### src/rtl/distance_meter_pkg.sv
// Shared sizing for the distance meter and blocks that read its BCD digits.
package distance_meter_pkg;
    localparam int MAX_DISTANCE_UNITS = 3;
endpackage

### src/rtl/run_controller_pkg.sv
// Run controller types, default speeds and BCD distance bundle.
package run_controller_pkg;
    import distance_meter_pkg::*;

    localparam int DIGITS = MAX_DISTANCE_UNITS;

    localparam int DEF_INIT_SPEED    = 6;
    localparam int DEF_MAX_SPEED     = 13;
    localparam int DEF_ACCEL_FRAMES  = 600;
    localparam int DEF_RESTART_DELAY = 30;

    typedef logic [DIGITS-1:0][3:0] bcd_t;

    typedef enum logic [1:0] {
        IDLE,
        RUNNING,
        CRASHED
    } run_state_e;
endpackage

### src/rtl/run_controller_bcd_greater.sv
// Combinational BCD magnitude compare: gt = (a > b), most significant digit first.
module bcd_greater
    import run_controller_pkg::*;
(
    input  bcd_t a,
    input  bcd_t b,
    output logic gt
);

    logic w_decided;

    always_comb begin
        gt        = 1'b0;
        w_decided = 1'b0;
        for (int i = DIGITS - 1; i >= 0; i--) begin
            if (!w_decided && (a[i] != b[i])) begin
                gt        = (a[i] > b[i]);
                w_decided = 1'b1;
            end
        end
    end

endmodule

### src/rtl/run_controller.sv
// Game run sequencer: start, speed ramp, crash and restart around distance_meter.
module run_controller
    import run_controller_pkg::*;
#(
    parameter int INIT_SPEED    = DEF_INIT_SPEED,
    parameter int MAX_SPEED     = DEF_MAX_SPEED,
    parameter int ACCEL_FRAMES  = DEF_ACCEL_FRAMES,
    parameter int RESTART_DELAY = DEF_RESTART_DELAY
) (
    input  logic       clk,
    input  logic       rst,
    input  logic       timer_pulse,
    input  logic       start_btn,
    input  logic       crash,
    input  bcd_t       digits,
    output logic [3:0] speed,
    output logic       meter_clr,
    output run_state_e state,
    output bcd_t       high_score,
    output logic       new_high
);

    localparam int CNT_MAX =
        (ACCEL_FRAMES > RESTART_DELAY) ? ACCEL_FRAMES : RESTART_DELAY;
    localparam int CW = $clog2(CNT_MAX + 1);

    localparam logic [CW-1:0] ACC_LAST = CW'(ACCEL_FRAMES - 1);
    localparam logic [CW-1:0] RD_CNT   = CW'(RESTART_DELAY);
    localparam logic [3:0]    INIT_SPD = 4'(INIT_SPEED);
    localparam logic [3:0]    MAX_SPD  = 4'(MAX_SPEED);

    run_state_e    r_state, w_nxt_state;
    logic [3:0]    r_speed, w_nxt_speed;
    logic          r_clr, w_nxt_clr;
    logic [CW-1:0] r_accel, w_nxt_accel;
    logic [CW-1:0] r_delay, w_nxt_delay;
    bcd_t          r_high, w_nxt_high;
    logic          r_new_high, w_nxt_new_high;
    logic          r_cmp, w_nxt_cmp;
    logic          r_start_q;

    logic w_start_edge;
    logic w_launch;
    logic w_gt;

    assign w_start_edge = start_btn & ~r_start_q;

    // Crash has priority over any start edge while running.
    assign w_launch = w_start_edge &&
        ((r_state == IDLE) ||
         ((r_state == CRASHED) && (r_delay == RD_CNT)));

    bcd_greater u_gt (
        .a  (digits),
        .b  (r_high),
        .gt (w_gt)
    );

    always_ff @(posedge clk or negedge rst) begin
        if (!rst) begin
            r_state    <= IDLE;
            r_speed    <= '0;
            r_clr      <= 1'b0;
            r_accel    <= '0;
            r_delay    <= '0;
            r_high     <= '0;
            r_new_high <= 1'b0;
            r_cmp      <= 1'b0;
            r_start_q  <= 1'b0;
        end else begin
            r_state    <= w_nxt_state;
            r_speed    <= w_nxt_speed;
            r_clr      <= w_nxt_clr;
            r_accel    <= w_nxt_accel;
            r_delay    <= w_nxt_delay;
            r_high     <= w_nxt_high;
            r_new_high <= w_nxt_new_high;
            r_cmp      <= w_nxt_cmp;
            r_start_q  <= start_btn;
        end
    end

    always_comb begin
        w_nxt_state    = r_state;
        w_nxt_speed    = r_speed;
        w_nxt_clr      = 1'b0;
        w_nxt_accel    = r_accel;
        w_nxt_delay    = r_delay;
        w_nxt_high     = r_high;
        w_nxt_new_high = r_new_high;
        w_nxt_cmp      = 1'b0;

        unique case (r_state)
            IDLE: begin
                w_nxt_speed = '0;
            end
            RUNNING: begin
                if (crash) begin
                    w_nxt_state = CRASHED;
                    w_nxt_speed = '0;
                    w_nxt_delay = '0;
                    w_nxt_cmp   = 1'b1;
                end else if (timer_pulse) begin
                    if (r_accel == ACC_LAST) begin
                        w_nxt_accel = '0;
                        w_nxt_speed = (r_speed >= MAX_SPD) ?
                            MAX_SPD : r_speed + 4'd1;
                    end else begin
                        w_nxt_accel = r_accel + 1'b1;
                    end
                end
            end
            CRASHED: begin
                // Meter is frozen here, so the digits are the final distance.
                if (r_cmp && w_gt) begin
                    w_nxt_high     = digits;
                    w_nxt_new_high = 1'b1;
                end
                if (timer_pulse && (r_delay != RD_CNT)) begin
                    w_nxt_delay = r_delay + 1'b1;
                end
            end
            default: begin
                w_nxt_state = IDLE;
                w_nxt_speed = '0;
            end
        endcase

        if (w_launch) begin
            w_nxt_state    = RUNNING;
            w_nxt_clr      = 1'b1;
            w_nxt_speed    = INIT_SPD;
            w_nxt_accel    = '0;
            w_nxt_new_high = 1'b0;
        end
    end

    assign speed      = r_speed;
    assign meter_clr  = r_clr;
    assign state      = r_state;
    assign high_score = r_high;
    assign new_high   = r_new_high;

endmodule

### config.mk
export PLATFORM = sky130hd
export DESIGN_NAME = run_controller
export DESIGN_NICKNAME = d
export VERILOG_FILES = /design/src/rtl/distance_meter_pkg.sv /design/src/rtl/run_controller_pkg.sv /design/src/rtl/run_controller_bcd_greater.sv /design/src/rtl/run_controller.sv
export SDC_FILE = /design/constraint.sdc
export NUM_CORES = 1
export LEC_CHECK = 0
export ABC_CLOCK_PERIOD_IN_PS = 2150
export CAP_MARGIN = 20
export CORE_MARGIN = 4
export CORE_UTILIZATION = 48
export DETAILED_ROUTE_END_ITERATION = 7
export HOLD_SLACK_MARGIN = 0.1
export PLACE_DENSITY = 0.75
export SYNTH_ARGS = -nofsm -noshare
export SYNTH_HDL_FRONTEND = slang
export SYNTH_SLANG_ARGS = --single-unit
### constraint.sdc
create_clock -name clk -period 2.15 [get_ports clk]
set_clock_uncertainty 0.1 [all_clocks]
set_input_delay 0.3225 -clock clk [delete_from_list [all_inputs] [get_ports clk]]
set_output_delay 0.3225 -clock clk [all_outputs]
set_load 0.1 [all_outputs]
Yosys cells after proc, flatten, opt, wreduce, memory -nomap -nowiden
Index checks and enable logic that the tools add are counted.
Widths: inputs -> output; s select.
{"block": "word_totals", "word_cells": 86, "register_bits": 42, "output_inout_bits": 20, "in_bits": 17}
{"block": "op_classes", "n_lt_le_gt_ge": 4, "add_sub_neg": 3, "eq_ne": 16, "bitwise": 2, "muxes": 28, "reduce_logical": 22}
{"op": "$mux 10", "count": 7}
{"op": "$add 10x1->10 const B", "count": 2}
{"op": "$mux 4", "count": 5}
{"op": "$pmux 10 s2", "count": 1}
{"op": "$gt 4x4->1", "count": 3}
{"op": "$ne 4x4->1", "count": 3}
{"op": "$mux 1", "count": 11}
{"op": "$eq 10x10->1 const B", "count": 1}
{"op": "$eq 10x5->1 const B", "count": 1}
{"op": "$ne 10x5->1 const B", "count": 1}
{"op": "$reduce_bool 2->1", "count": 5}
{"op": "$reduce_and 3->1", "count": 3}
{"op": "$ne 4x4->1 const B", "count": 2}
{"op": "$pmux 4 s2", "count": 1}
{"op": "$logic_and 1x1->1", "count": 6}
{"op": "$ne 2x1->1 const B", "count": 3}
{"op": "$reduce_and 2->1", "count": 3}
{"op": "$add 4x1->4 const B", "count": 1}
{"op": "$ge 4x4->1 const B", "count": 1}
{"op": "$mux 2", "count": 2}
{"op": "$ne 2x2->1 const B", "count": 2}
{"op": "$pmux 2 s2", "count": 1}
{"op": "$ne 3x3->1 const B", "count": 1}
{"op": "$eq 2x1->1 const B", "count": 1}
{"op": "other kinds (7)", "count": 8}

Longest topological paths before layout
Gate-level depths: netlist (run 1).
{"block": "depth", "depth_word": 12, "depth_mapped": 9}

Cells and area by module
Synthesis (run 1) repeated with hierarchy kept, for this count alone.
{"block": "hier_totals", "hier_cells": 234, "hier_area_um2": 2399.8}
{"mod": "run_controller", "instances": 1, "area_each_um2": 2082.0, "cells_per_inst": 189}
{"mod": "bcd_greater", "instances": 1, "area_each_um2": 317.8, "cells_per_inst": 45}

Worst setup path before layout (run 1)
No wires, ideal clock.
{"block": "synth_path", "kind": "reg-to-reg", "startpoint": "register r_high (netlist bit high_score[7])", "endpoint": "register r_high (netlist bit high_score[4])", "t_arrival_ps": 2472, "path_slack_ps": -550, "required_ps": 1922, "path_stages_with_launch": 9, "setup_time_ps": 128, "period_less_slack_ps": 2700, "cell_sequence": "dfrtp_1 -> inv_1 -> ha_1 -> nand4_1 -> a41oi_1 -> a221oi_1 -> nor3_2 -> buf_4 -> mux2_1"}
{"block": "synth_via", "elab_chain_cells": 8, "word_cells_on_any_way": 10, "cone_classes": "order compare: 1; eq/ne: 1; mux: 3; reduce/logical: 5"}
{"element": "start: declaration", "line": "run_controller.sv:37", "source": "bcd_t r_high, w_nxt_high;"}
{"element": "start signal: assignment", "line": "run_controller.sv:76", "source": "r_high <= w_nxt_high;"}
{"element": "$ne 4x4->1", "line": "run_controller_bcd_greater.sv:16", "source": "if (!w_decided && (a[i] != b[i])) begin"}
{"element": "$logic_and 1x1->1", "line": "run_controller_bcd_greater.sv:16"}
{"element": "$mux 1", "line": "run_controller_bcd_greater.sv:16"}
{"element": "$logic_not 1->1", "line": "run_controller_bcd_greater.sv:16"}
{"element": "$logic_and 1x1->1", "line": "run_controller_bcd_greater.sv:16"}
{"element": "$mux 1 *", "line": "run_controller_bcd_greater.sv:16"}
{"element": "$logic_and 1x1->1 *", "line": "run_controller.sv:115", "source": "if (r_cmp && w_gt) begin"}
{"element": "$reduce_and 2->1 (no line) *"}
Mark *: on every way between the ends. The rest lies on a longest branch, timed or not.
A chain may end at the register's enable or synchronous reset.

Worst setup path in the final report (run 1)
{"block": "layout_path", "startpoint": "register r_high (netlist bit high_score[4])", "endpoint": "register r_high (netlist bit high_score[8])"}
The elaborated chain is that of the path after synthesis.

==> results of run 1 <==
[metal layers]
layer / global-route usage (%) / up-vias / share of wire (%) / wire length [um]
met1: 26.3 / 959 / 48 / 2690
li1: - / 999 / - / -
met4: 8.22 / 0 / 2.1 / 119
met3: 3.67 / 10 / 4.5 / 252
met2: 31.6 / 46 / 46 / 2570
met5: 0 / - / 0 / 0
[cells in the mapped netlist, drive strengths merged (2+ instances only)]
| cell type | n |
|---|---|
| dfrtp | 42 |
| nand3 | 16 |
| and3 | 5 |
| o211ai | 6 |
| o21ai | 17 |
| a21oi | 12 |
| ha | 18 |
| a31oi | 2 |
| or3b | 2 |
| nand4b | 2 |
| o21a | 2 |
| nand2b | 2 |
| inv | 22 |
| a21o | 2 |
| nor2b | 2 |
| nor3b | 2 |
| xnor2 | 2 |
| xor2 | 4 |
| nand4 | 8 |
| clkbuf | 2 |
| o31ai | 4 |
| mux2 | 12 |
| nor2 | 13 |
| nand2 | 14 |
[worst register-to-register path, stage by stage (launching register included)]
cell and delay [ps]:
sky130_fd_sc_hd__dfrtp_4 500, sky130_fd_sc_hd__ha_4 260, sky130_fd_sc_hd__nand4_1 170, sky130_fd_sc_hd__a41oi_2 280, sky130_fd_sc_hd__a221oi_4 110, sky130_fd_sc_hd__nor3_4 180
sky130_fd_sc_hd__buf_6 190, sky130_fd_sc_hd__mux2_4 310
[sequential cells by signal, indices dropped and copies added (netlist names)]
register    cells
r_accel        10
new_high        1
state           2
r_start_q       1
high_score     12
meter_clr       1
r_delay        10
speed           4
r_cmp           1
[cell type report]
type | instances | area (sq um) | share of cell area [%]
multi-input cells | 164 | 1380 | 41.4
clock buffers | 6 | 72.6 | 2.17
clock inverters | 2 | 10.0 | 0.299
well taps | 67 | 83.8 | 2.51
repair buffers | 76 | 623 | 18.6
inverters | 22 | 82.6 | 2.47
flip-flops and latches | 42 | 1090 | 32.6
[per-stage QoR]
stage	util (%)	worst slack (ps)	TNS, ps	total power (uW)	hold WS (ps)
after detailed placement	65.1	-831	-10610	3440	321
after floorplan	-	-151	-1350	2720	-73.1
after global routing	70.3	-97.9	-1010	4360	204
final	70.3	-56.8	-528	4120	199
after CTS	68.4	-9.23	-50.5	4010	376
after global placement	65.1	-756	-9640	3400	318
[worst paths after layout]
check,start,end,slack [ps],cells after the start
setup / recovery,high_score[4],high_score[8],-60,7
hold / removal,digits[4],high_score[4],200,2
setup reg to reg,high_score[4],high_score[8],-60,7
hold reg to reg,r_delay[4],r_delay[4],390,1
max in group asynchronous,rst,speed[2],830,3
min in group asynchronous,rst,high_score[7],530,2
[report_power, final]
group	internal, uW	total (uW)	switching (uW)
Combinational	848	2470	1620
Sequential	1010	1150	143
Clock	226	506	281
[repair_timing]
| action | CTS | global route |
|---|---|---|
| endpoints found under the hold margin | 31 | 0 |
| buffers inserted | 2 | 1 |
| gates resized for setup | 9 | 18 |
| hold buffers | 1 | 0 |
| pin swaps | 5 | 5 |
| gates cloned | 0 | 0 |
| setup endpoints to repair | 13 | 15 |
[kinds of logic (layout without fill, tap and decap cells)]
logic type      after synthesis  in the layout
compound gates               53             53
xor+xnor                      6              6
fa+ha+maj                    18             18
buf+inv                      25            106
flops                        42             42
mux                          13             13
simple gates                 74             74
==> impl_results.rst, run 1 <==
.. list-table::
   :header-rows: 1

   * - Metric
     - Value
   * - Number of buffers created by CTS
     - 5
   * - Initial DRC Count
     - 99
   * - Row Count
     - 25
   * - Combined global-route utilization of all metal layers
     - 19.7%
   * - Worst setup path class
     - flop to flop
   * - Number of synthesized flops with an enable pin
     - 0
   * - Worst skew pair latency
     - 300 ps
   * - Critical path startpoint category
     - flop
   * - Clock root buffer
     - sky130_fd_sc_hd__clkbuf_8
   * - Total nets after synthesis
     - 266
   * - Simple logic cell fraction of the synthesized area
     - 19.2%
   * - Type of the tightest min-delay check
     - input port to flop
   * - Area of all placed cells without fillers
     - 0.00334 sq mm
   * - Worst Setup End Kind
     - flop
   * - GRT Residual Overflow
     - 0
   * - Total number of vias
     - 2,014
   * - Signed area change from the synthesized netlist to the final layout
     - 40.4%
   * - Total cell area at the placement stage
     - 0.00309 sq mm
   * - Cell type group with the largest total delay on the critical path
     - flip-flops
   * - Leading area contributor after synthesis
     - sky130_fd_sc_hd__dfrtp_1
   * - Proportion of layout cells with a drive suffix above 1
     - 38.1%
   * - Maximum buffer depth of the clock tree
     - 2
   * - Count of synthesis-stage warnings from yosys
     - 0
   * - Final-layout fill cell count
     - 364
   * - Routability congestion estimate
     - 0.854
   * - Vias per Instance
     - 5.31
   * - Result of the run
     - complete, but fails checks
   * - Final Slew Violations
     - 0
   * - Worst path buffer plus inverter count
     - 1
   * - Mux contribution to synthesized area
     - 6.10%
   * - Via count of the first global-routing pass
     - 2,096
   * - Portion of synthesized cell area occupied by the leading cell type
     - 44.1%
   * - Violations in the final reports
     - setup timing
   * - Mean cell area of the mapped netlist
     - 10.3 sq um
   * - Cell area power density
     - 1230 mW/mm^2
   * - Synth Area in Adders
     - 9.46%
   * - DRC
     - 0
   * - Antenna diodes
     - 0
   * - Clock input transition at the sequential cells of the worst setup and hold paths
     - 90 ps
   * - Count of endpoints failing setup in the final report
     - 12
   * - Placeable core region
     - 0.00475 sq mm
   * - Crit path cell chain
     - ha_4, nand4_1, a41oi_2, a221oi_4, nor3_4, buf_6, mux2_4
   * - Die area
     - 0.00615 sq mm
   * - Worst rel slew slack
     - 52.1%
   * - HPWL after detailed placement
     - 4.01 mm
   * - TritonRoute pass-1 iters
     - 4
   * - Max Cap Viol
     - 0
   * - Sequential area share after synthesis
     - 44.1%
   * - Number of standard cells in the layout, taps in and fillers out
     - 379
   * - Synthesized netlist cell count
     - 231
   * - Number of antenna violations at the first check in global routing
     - 0
   * - Maximum number of pins on one net before global-route repair
     - 34
   * - Io pins
     - 37
   * - Required arrival time at the worst endpoint
     - 2240 ps
   * - Final clock period utilization by the worst path
     - 103%
   * - Count of nets after finishing
     - 346
   * - Sinks on Clock Net
     - 42
   * - Post-synth design cell area
     - 0.00238 sq mm
   * - Post-Place Cells
     - 367
   * - Residual antenna-violating net count after detailed routing
     - 0
   * - Post-DR wirelength/cell
     - 14.9 um
   * - Initial core utilization
     - 50.1%
   * - Post-synthesis xor/xnor area fraction
     - 2.21%
   * - Biggest fanout along the worst timing path
     - 7
   * - Ranking of synthesized cells by area
     - sky130_fd_sc_hd__dfrtp_1 44%, sky130_fd_sc_hd__ha_1 9.5%, sky130_fd_sc_hd__mux2_1 5.7%
   * - Fraction of registers with async set or reset after synthesis
     - 100%
   * - CTS tree
     - done
   * - Crit-path slowest cell
     - sky130_fd_sc_hd__dfrtp_4
   * - Most common cell after layout, fill and taps aside
     - sky130_fd_sc_hd__buf_4
   * - Flip-flop and latch count after synthesis
     - 42
   * - Die H
     - 78.4 um
   * - Wirelength, routed
     - 5.63 mm
   * - Wire length of the first global-routing pass
     - 9.67 mm
   * - # H-tree levels
     - 2
   * - Fin crit period
     - 2210 ps
   * - Complex-gate fraction of the synthesized area
     - 14.8%
   * - Most frequent cells in the layout
     - 57 x sky130_fd_sc_hd__buf_4, 28 x sky130_fd_sc_hd__dfrtp_1, 16 x sky130_fd_sc_hd__inv_1, 15 x sky130_fd_sc_hd__nand3_1, 14 x sky130_fd_sc_hd__nand2_1
   * - Leak pwr
     - 0.00156 uW
   * - Highest Clock Rate
     - 453 MHz
   * - Arrival time reported for the critical path endpoint
     - 2290 ps
   * - Number of input and output port buffers inserted
     - 36
   * - Setup repair after global routing missed its margin
     - true
   * - Worst IR Drop VDD
     - 0.000779 V
   * - Main flop type after synthesis
     - sky130_fd_sc_hd__dfrtp_1
   * - Worst Tran Pin Value
     - 719 ps
   * - Hold violation total from the final report
     - 0
   * - Dominant combinational cell family by area after synthesis
     - simple AND/OR/NAND/NOR gates
   * - Smallest setup slack after layout
     - -56.8 ps
   * - Netlist cell types
     - 51
   * - Chip Width
     - 78.4 um
   * - Slowest stage delay, CP
     - 500 ps
(Power assumes the default switching activity.)
==> inputs of run 2 (changes only) <==
--- a/config.mk
+++ b/config.mk
@@ -8,10 +8,10 @@
 export ABC_CLOCK_PERIOD_IN_PS = 2150
 export CAP_MARGIN = 20
 export CORE_MARGIN = 4
-export CORE_UTILIZATION = 48
+export CORE_UTILIZATION = 30
 export DETAILED_ROUTE_END_ITERATION = 7
 export HOLD_SLACK_MARGIN = 0.1
-export PLACE_DENSITY = 0.75
+export SLEW_MARGIN = 30
 export SYNTH_ARGS = -nofsm -noshare
 export SYNTH_HDL_FRONTEND = slang
 export SYNTH_SLANG_ARGS = --single-unit
==> impl_results.rst, run 2 (synthesis gave the netlist of run 1 again) <==
.. list-table::
   :header-rows: 1

   * - Metric
     - Value
   * - Result of the run
     - completed
   * - Chip Width
     - 97.1 um
   * - Routability congestion estimate
     - 0.809
   * - Count of endpoints failing setup in the final report
     - 0
   * - RR Endpoint
     - high_score[10]
   * - Number of antenna violations at the first check in global routing
     - 0
   * - Worst skew pair latency
     - 300 ps
   * - Critical path startpoint
     - high_score[8]
   * - Hold violation total from the final report
     - 0
   * - Total number of vias
     - 1,979
   * - Worst Tran Pin Value
     - 723 ps
   * - Vias per Instance
     - 4.82
   * - Initial DRC Count
     - 70
   * - DRC
     - 0
   * - Type of the tightest min-delay check
     - input port to flop
   * - Count of nets after finishing
     - 343
   * - Logic depth of the worst register-to-register path
     - 7
   * - Final-layout fill cell count
     - 711
   * - Initial core utilization
     - 30.8%
   * - Clock root buffer
     - sky130_fd_sc_hd__clkbuf_8
   * - WHS
     - 211 ps
   * - Worst reg2reg path startpoint
     - high_score[8]
   * - Combined global-route utilization of all metal layers
     - 12.4%
   * - Wirelength, routed
     - 5.66 mm
   * - Cell area power density
     - 1270 mW/mm^2
   * - Maximum number of pins on one net before global-route repair
     - 32
   * - Worst setup path class
     - flop to flop
   * - CTS tree
     - done
   * - Wire length of the first global-routing pass
     - 9.76 mm
   * - Via count of the first global-routing pass
     - 1,993
   * - Slowest stage delay, CP
     - 510 ps
   * - Number of buffers created by CTS
     - 5
   * - Max Cap Viol
     - 0
   * - Final clock period utilization by the worst path
     - 97.4%
   * - Highest Clock Rate
     - 478 MHz
   * - Worst Setup End Kind
     - flop
   * - TritonRoute pass-1 iters
     - 4
   * - Area of all placed cells without fillers
     - 0.00345 sq mm
   * - GRT Residual Overflow
     - 0
   * - Worst rel slew slack
     - 51.8%
   * - Placeable core region
     - 0.00773 sq mm
   * - Most frequent cells in the layout
     - 52 x sky130_fd_sc_hd__buf_4, 28 x sky130_fd_sc_hd__dfrtp_1, 16 x sky130_fd_sc_hd__inv_1, 15 x sky130_fd_sc_hd__nand3_1, 14 x sky130_fd_sc_hd__nand2_1
   * - Total cell area at the placement stage
     - 0.00315 sq mm
   * - Required arrival time at the worst endpoint
     - 2230 ps
   * - Startpoint of the worst hold path
     - digits[8]
   * - Multi-input combinational cell area
     - 0.00140 sq mm
   * - Clock input transition at the sequential cells of the worst setup and hold paths
     - 90 ps
   * - Maximum buffer depth of the clock tree
     - 2
   * - Most common cell after layout, fill and taps aside
     - sky130_fd_sc_hd__buf_4
   * - Post-layout utilization of the core
     - 44.7%
   * - Setup repair after global routing missed its margin
     - true
   * - # H-tree levels
     - 2
   * - Post-DR wirelength/cell
     - 13.8 um
   * - Row Count
     - 32
   * - Max FFs per register
     - 12
   * - Worst Setup Slack post-DPL
     - -586 ps
   * - Residual antenna-violating net count after detailed routing
     - 0
   * - Register-to-register setup slack
     - 60 ps
   * - Leak pwr
     - 0.00157 uW
   * - Post-layout total power
     - 4400 uW
   * - Antenna diodes
     - 0
   * - Signed area change from the synthesized netlist to the final layout
     - 45.0%
   * - Sinks on Clock Net
     - 42
   * - Io pins
     - 37
   * - Final Slew Violations
     - 0
   * - Last element of the critical path
     - high_score[10]
   * - Crit-path slowest cell
     - sky130_fd_sc_hd__dfrtp_4
   * - Die H
     - 97.1 um
   * - Fin crit period
     - 2090 ps
   * - Reg area
     - 0.00109 sq mm
   * - Number of input and output port buffers inserted
     - 36
   * - Worst IR Drop VDD
     - 0.000490 V
   * - Crit path cell chain
     - ha_4, nand2b_4, a21o_1, a211oi_2, nor3_4, buf_6, mux2_4
   * - Smallest setup slack after layout
     - 56.2 ps
   * - Biggest fanout along the worst timing path
     - 7
   * - Proportion of layout cells with a drive suffix above 1
     - 38.2%
   * - Arrival time reported for the critical path endpoint
     - 2180 ps
   * - Critical path startpoint category
     - flop
   * - HPWL after detailed placement
     - 4.21 mm
   * - Die area
     - 0.00943 sq mm
[run 2: changes by cell type in the layout (fill, tap and decap cells not counted), sizes merged, moves of 2 or more]
cell,previous run,this run
dlygate4sd2,0,4
buf,60,57
bufinv,0,2
clkdlybuf4s50,12,10
dlymetal6s2s,3,1
[run 2: what timing repair did]
action,4_1_cts,5_1_grt
endpoints found under the setup margin,13,18
buffers inserted,2,0
hold buffers,1,0
pin swaps,8,2
gates resized for setup,24,7
hold endpoints to repair,29,0
[run 2: where the power goes]
| group | total, uW | switching [uW] | internal, uW |
|---|---|---|---|
| sequential | 1150 | 143 | 1010 |
| combinational | 2490 | 1620 | 873 |
| clock | 759 | 293 | 466 |
[run 2: worst max-delay path, delay by kind of cell, from the launching register on]
family,cells,cell delay [ps]
buffers and inverters,1,150
and+or+nand+nor,2,210
adders and majority gates,1,250
muxes,1,290
AOI/OAI and AO/OA,2,470
DFF,1,510
[run 2: layer usage]
metal,wire length (um),share of wire (%),track usage (%)
met3,285,5.0,3.30
met5,0,0,0
met4,83,1.5,3.89
met2,2480,44,18.3
met1,2810,50,17.7
[run 2: worst min path at each step]
stage                          endpoint  slack (ps)  depth (start not counted)
after floorplan           high_score[0]         -70                          0
after global placement    high_score[7]         310                          1
after detailed placement  high_score[7]         320                          1
after CTS                 high_score[4]         290                          2
after global routing      high_score[8]         210                          2
final                     high_score[8]         210                          2
[run 2: final cells by class]
type | count | share of cell area [%]
Clock inverter | 3 | 1.99
Tap cell | 102 | 3.70
Multi-Input combinational cell | 164 | 40.5
Clock buffer | 5 | 1.99
Sequential cell | 42 | 31.5
Timing Repair Buffer | 73 | 17.8
Inverter | 22 | 2.46
[run 2: stage by stage]
step | instances | TNS [ps]
after floorplan | 231 | -1350
after global placement | 400 | -10530
after detailed placement | 400 | -8100
after CTS | 411 | -96.4
after global routing | 411 | -237
final | 411 | 0
